$ cat src/rtl/dc_router_pkg.sv
// rtl/dc_router_pkg.sv - shared state encoding, opcode constant and default sizes for the DMA channel router
package dc_router_pkg;

    localparam int DEF_N_CH   = 3;
    localparam int DEF_DATA_W = 128;
    localparam int DEF_ADDR_W = 32;

    localparam logic [3:0] OPC_INVALID = 4'd0;

    typedef enum logic [2:0] {
        IDLE  = 3'd0,
        RD    = 3'd1,
        PUSH  = 3'd2,
        STORE = 3'd3,
        DONE  = 3'd4
    } state_t;

endpackage

$ cat src/rtl/dc_ch_mux.sv
// rtl/dc_ch_mux.sv - one-hot decode of the latched channel and selection of its from-FIFO head word
module dc_ch_mux
    import dc_router_pkg::*;
#(
    parameter int N_CH   = DEF_N_CH,
    parameter int DATA_W = DEF_DATA_W
) (
    input  logic [3:0]             sel,
    input  logic [N_CH*DATA_W-1:0] ch_data_in,
    output logic [N_CH-1:0]        sel_oh,
    output logic [DATA_W-1:0]      sel_data
);

    always_comb begin
        sel_oh   = '0;
        sel_data = '0;
        for (int k = 0; k < N_CH; k++) begin
            if (sel == 4'(k)) begin
                sel_oh[k] = 1'b1;
                sel_data  = ch_data_in[k*DATA_W +: DATA_W];
            end
        end
    end

endmodule

$ cat src/rtl/dc_router_param.sv
// rtl/dc_router_param.sv - moves a RAM block through a selected accelerator channel and writes the result back
module dc_router_param
    import dc_router_pkg::*;
#(
    parameter int N_CH   = DEF_N_CH,
    parameter int DATA_W = DEF_DATA_W,
    parameter int ADDR_W = DEF_ADDR_W
) (
    input  logic                   clk,
    input  logic                   reset,
    input  logic                   start,
    input  logic [3:0]             instruction,
    input  logic [ADDR_W-1:0]      offset,
    input  logic [ADDR_W-1:0]      dest_offset,
    input  logic [ADDR_W-1:0]      filesize,
    input  logic                   abort,
    output logic                   busy,
    output logic                   acc_done,
    output logic                   cmd_err,
    output logic [N_CH-1:0]        ch_enable,
    output logic [N_CH-1:0]        put_req,
    output logic [N_CH-1:0]        get_req,
    input  logic [N_CH-1:0]        to_full,
    input  logic [N_CH-1:0]        from_empty,
    output logic [DATA_W-1:0]      ch_data_out,
    input  logic [N_CH*DATA_W-1:0] ch_data_in,
    output logic                   ram_read_enable,
    output logic                   ram_write_enable,
    output logic [ADDR_W-1:0]      addr,
    input  logic [DATA_W-1:0]      ram_rdata,
    output logic [DATA_W-1:0]      ram_wdata
);

    state_t              state, state_nx;
    logic [3:0]          sel_q;
    logic [ADDR_W-1:0]   offset_q, dest_q, size_q, rd_cnt, wr_cnt;
    logic [DATA_W-1:0]   hold_q, mux_data;
    logic                push_first, cmd_err_q;
    logic [N_CH-1:0]     sel_oh;
    logic                cmd_valid, accept, sel_full, sel_empty, in_xfer, do_put, do_get;

    dc_ch_mux #(.N_CH(N_CH), .DATA_W(DATA_W)) u_ch_mux (
        .sel        (sel_q),
        .ch_data_in (ch_data_in),
        .sel_oh     (sel_oh),
        .sel_data   (mux_data)
    );

    assign cmd_valid = (instruction != OPC_INVALID) && (32'(instruction) <= 32'(N_CH));
    assign accept    = (state == IDLE) && start && cmd_valid;
    assign sel_full  = |(to_full & sel_oh);
    assign sel_empty = |(from_empty & sel_oh);
    assign in_xfer   = (state == RD) || (state == PUSH) || (state == STORE);
    assign do_put    = (state == PUSH) && !sel_full;
    assign do_get    = (state == STORE) && !sel_empty;

    always_ff @(posedge clk or negedge reset) begin
        if (!reset) begin
            state      <= IDLE;
            sel_q      <= '0;
            offset_q   <= '0;
            dest_q     <= '0;
            size_q     <= '0;
            rd_cnt     <= '0;
            wr_cnt     <= '0;
            hold_q     <= '0;
            push_first <= 1'b0;
            cmd_err_q  <= 1'b0;
        end else begin
            state      <= state_nx;
            cmd_err_q  <= ((state == IDLE) && start && !cmd_valid) || (in_xfer && abort);
            // RAM data lands in the first PUSH cycle; keep it for any back-pressure stall
            push_first <= (state == RD);
            if ((state == PUSH) && push_first)
                hold_q <= ram_rdata;
            if (accept) begin
                sel_q    <= instruction - 4'd1;
                offset_q <= offset;
                dest_q   <= dest_offset;
                size_q   <= filesize;
                rd_cnt   <= '0;
                wr_cnt   <= '0;
            end
            if (do_put)
                rd_cnt <= rd_cnt + ADDR_W'(1);
            if (do_get)
                wr_cnt <= wr_cnt + ADDR_W'(1);
        end
    end

    always_comb begin
        state_nx = state;
        case (state)
            IDLE:  if (accept) state_nx = (filesize == '0) ? DONE : RD;
            RD:    state_nx = PUSH;
            PUSH:  if (do_put) state_nx = (rd_cnt < size_q - ADDR_W'(1)) ? RD : STORE;
            STORE: if (do_get && (wr_cnt == size_q - ADDR_W'(1))) state_nx = DONE;
            DONE:  state_nx = IDLE;
            default: state_nx = IDLE;
        endcase
        if (in_xfer && abort)
            state_nx = IDLE;
    end

    always_comb begin
        busy             = (state != IDLE);
        acc_done         = (state == DONE);
        cmd_err          = cmd_err_q;
        ch_enable        = in_xfer ? sel_oh : '0;
        put_req          = do_put ? sel_oh : '0;
        get_req          = do_get ? sel_oh : '0;
        ram_read_enable  = (state == RD);
        ram_write_enable = do_get;
        ch_data_out      = do_put ? (push_first ? ram_rdata : hold_q) : '0;
        ram_wdata        = do_get ? mux_data : '0;
        addr             = '0;
        if (state == RD)
            addr = offset_q + rd_cnt;
        else if (do_get)
            addr = dest_q + wr_cnt;
    end

endmodule

$ cat config.mk
export PLATFORM = sky130hd
export DESIGN_NAME = dc_router_param
export DESIGN_NICKNAME = d
export VERILOG_FILES = /design/src/rtl/dc_router_pkg.sv /design/src/rtl/dc_ch_mux.sv /design/src/rtl/dc_router_param.sv
export SDC_FILE = /design/constraint.sdc
export NUM_CORES = 1
export LEC_CHECK = 0
export CORE_AREA = 2 2 361 363
export DETAILED_ROUTE_END_ITERATION = 10
export DIE_AREA = 0 0 363 365
export GPL_TIMING_DRIVEN = 0
export PLACE_DENSITY_LB_ADDON = 0.2
export SKIP_CTS_REPAIR_TIMING = 1
export SLEW_MARGIN = 20
export SYNTH_ARGS = -nofsm -noshare
export SYNTH_HDL_FRONTEND = slang
export SYNTH_SLANG_ARGS = --single-unit
$ cat constraint.sdc
create_clock -name clk -period 4.4 [get_ports clk]
set_input_delay 0.44 -clock clk [delete_from_list [all_inputs] [get_ports clk]]
set_output_delay 0.44 -clock clk [all_outputs]
set_load 0.005 [all_outputs]
==> results.yml <==
status:
  status: "completed"
clock_tree:
  clk-insertion-delay-late_ns: 0.61
  h-tree-depth: 2
  cts-root-buf: "clkbuf_16"
  cts_made_buffers: 42
  cts_buffer_depth: 3
  cts_tree: "built"
  path_clk_slew_ns: 0.06
  clkSinkCount: 297
global_route:
  grtUsageMet3: 0.07971
  grt_busiest_layer: "met2"
  overflow: 0
  grt_pass1_vias: 23291
  grt_max_degree: 89
  grt_use_met1: 0.2791
  grt_use_met2: 0.3351
  antenna_found_initial: 58
  grt_first_pass_wirelength_microns: 196900
  track_usage: 0.2153
yosys:
  synth_most_common_cell: "nor2_1"
  synthDistinctLibCells: 68
  ys_ff_latch: 297
  synth.avg_cell_area_sq_um: 8.364
  ys_seq_area_frac: 0.3406
  synth_top_flop_cell: "dfrtp_1"
  syn_inst: 2609
  synth_nets: 3330
  yosys-top-cells-area: "dfrtp_1, mux2i_1, nor2_1"
  synth_top_area_share: 0.3406
  ys_top_cells_by_count: "nor2_1, nand2_1, dfrtp_1"
  synth_edf_count: 0
  synth.cell_area_sq_mm: 0.02182
  ys_warn_count: 0
  yosysTopAreaCell: "dfrtp_1"
  postSynth.asyncResetShare: 1.000
finish:
  fin_nets: 4321
  num-fill-cells: 13948
  drive_above_1_share: 0.1185
  multi_input_area_sq_mm: 0.01478
  final_cell_count_no_fill: 5317
  final-seq-area_sq_mm: 0.007457
  syn_to_final_growth_pct: 65.97
routing:
  initialDrtViolationCount: 1598
  antenna_left: 0
  post_drt_wl_per_cell_microns: 28.44
  firstDrtPassIters: 5
  viasPerCell: 4.558
  drcViolationCount: 0
  wirelength_microns: 151200
  vias: 24237
floorplanning:
  die_y_microns: 365
  die_w_microns: 363
  start_util: 0.1696
  dieArea_sq_mm: 0.1325
  pin_count: 924
  rows: 132
  core-area_sq_mm: 0.1287
timing:
  finalHoldViolCount: 0
  setup_slack_ns: 0.04136
  tns_ns: 0
  slew_violations: 0
  relSlewSlack: 0.2648
  fmax_ghz: 0.2294
  worst-slew-pin-transition_ns: 1.099
  finalClockSkew_ns: 0.02837
  setup_violations: 0
  finalCriticalPeriod_ns: 4.359
  post-route-period-util: 0.9906
power_and_ir_drop:
  p_leak_uw: 0.01503
  powerDensity_mw_per_mm2: 329.4
  max-vdd-ir-drop_uv: 255.6
  p_total_uw: 11930
worst_setup_path:
  crit_fanout: 10
  crit_path_end_kind: "output pin"
  crit_type: "reg2out"
  worstSetupStartpointType: "flop"
  crit_start: "sel_q[0]$_DFFE_PN0P_"
  reg2reg_from: "size_q[7]$_DFFE_PN0P_"
  worstPathArrival_ns: 3.92
  worstPathRequired_ns: 3.96
placed_design:
  io_buffers: 923
  routabilityCongestion: 0.9310
  placed_cells: 5212
  pre_cts_ws_ns: -2.144
  dp_hpwl_microns: 129400
hold_path:
  hold_class: "in2async"
run:
  cap_violations: 0
cell type report:
cell class,count,share of cell area
antenna,13,0.0008982
buffer,159,0.01976
clock buffer,59,0.03330
clock inverter,14,0.005977
inverter,29,0.003006
multi-input combinational,2122,0.4080
sequential,297,0.2059
tap,1675,0.05787
timing repair buffer,949,0.2653
per-stage QoR:
stage	hold WS [ns]	cell area (sq um)	util
after floorplan	0.1444	21820	-
after global placement	0.4763	33160	0.2577
after detailed placement	0.2900	33300	0.2589
after CTS	-0.3728	34730	0.2699
after global routing	0.2420	36190	0.2813
final	0.2623	36220	0.2815
path summary, 6_finish.rpt:
| kind | end | slack, ns | depth (start not counted) |
|---|---|---|---|
| setup / recovery | ram_wdata[5] | 0.04 | 11 |
| hold / removal | hold_q[96]$_DFFE_PN0P_ | 0.26 | 2 |
| setup reg to reg | state[1]$_DFFE_PN0P_ | 0.28 | 11 |
| hold reg to reg | dest_q[2]$_DFFE_PN0P_ | 0.49 | 2 |
| max in group asynchronous | wr_cnt[28]$_DFFE_PN0P_ | 3.00 | 4 |
| min in group clk | dest_q[9]$_DFFE_PN0P_ | 0.36 | 3 |
per-layer routing:
metal  wire length (microns)  part of all wire  vias to the layer above
li1                        -                 -                    11145
met1                   63770              0.42                    11797
met2                   67150              0.44                     1004
met3                   15320              0.10                      239
met4                    4611             0.030                       52
met5                     347            0.0023                        -
sequential cells by signal, summed over array words and instances, names as in the netlist:
register and cells:
state 3, sel_q 4, rd_cnt 32, cmd_err 1, wr_cnt 32, offset_q 32
size_q 32, hold_q 128, dest_q 32, push_first 1
kinds of logic (layout without fill, tap and decap cells):
logic type / after synthesis / after routing / synth area share
simple gates: 1073 / 1073 / 0.2111
compound gates: 429 / 429 / 0.1177
mux: 412 / 412 / 0.1963
flops: 297 / 297 / 0.3406
buf+inv: 190 / 1210 / 0.03308
xor+xnor: 109 / 109 / 0.04375
fa+ha+maj: 99 / 99 / 0.05745
other cells: 0 / 13 / 0
power by group:
part | leakage [uW] | internal (uW) | switching [uW]
Clock | 0.000700 | 2200 | 1440
Sequential | 0.00391 | 3270 | 432
Combinational | 0.0104 | 2050 | 2530
Total | 0.0150 | 7530 | 4400
placed cells by master (no fill, tap or decap), types with 8 or more instances in the layout:
cell type / netlist / final
o22ai_1: 23 / 16
nor2_2: 0 / 13
a21oi_1: 178 / 166
nor2_4: 0 / 49
inv_1: 29 / 29
and2_1: 10 / 9
o31ai_1: 12 / 11
nand3_1: 59 / 58
a31oi_1: 15 / 12
clkbuf_16: 0 / 43
nor3_1: 43 / 39
dfrtp_1: 297 / 279
xnor2_1: 65 / 65
and4_1: 8 / 8
ha_4: 0 / 21
a21oi_2: 0 / 10
ha_1: 97 / 72
and3_1: 27 / 26
nand4_1: 31 / 31
mux2_2: 128 / 128
a21o_1: 30 / 30
o211ai_1: 13 / 13
clkbuf_1: 144 / 116
dlymetal6s2s_1: 0 / 32
diode_2: 0 / 13
nor2_1: 444 / 382
xor2_1: 44 / 44
clkdlybuf4s50_1: 0 / 888
nand2b_1: 10 / 9
nor4_1: 22 / 21
mux2i_1: 284 / 282
o21ai_0: 89 / 80
clkbuf_2: 0 / 22
nand2_1: 379 / 378
o21a_1: 9 / 9
dfrtp_2: 0 / 17
buf_1: 15 / 12
buf_4: 0 / 24
critical path, cell delays in order, from the launching register on:
cell and delay [ns]:
dfrtp_1 0.37, buf_12 0.19, mux2i_4 0.40, a2bb2oi_4 0.26, o311ai_4 0.10, buf_6 0.20, inv_1 0.13, buf_8 0.20
nand2_2 0.12, buf_4 0.26, nor2_2 0.45, clkdlybuf4s50_1 0.61
Note: power is estimated with default switching activity, not from simulation.
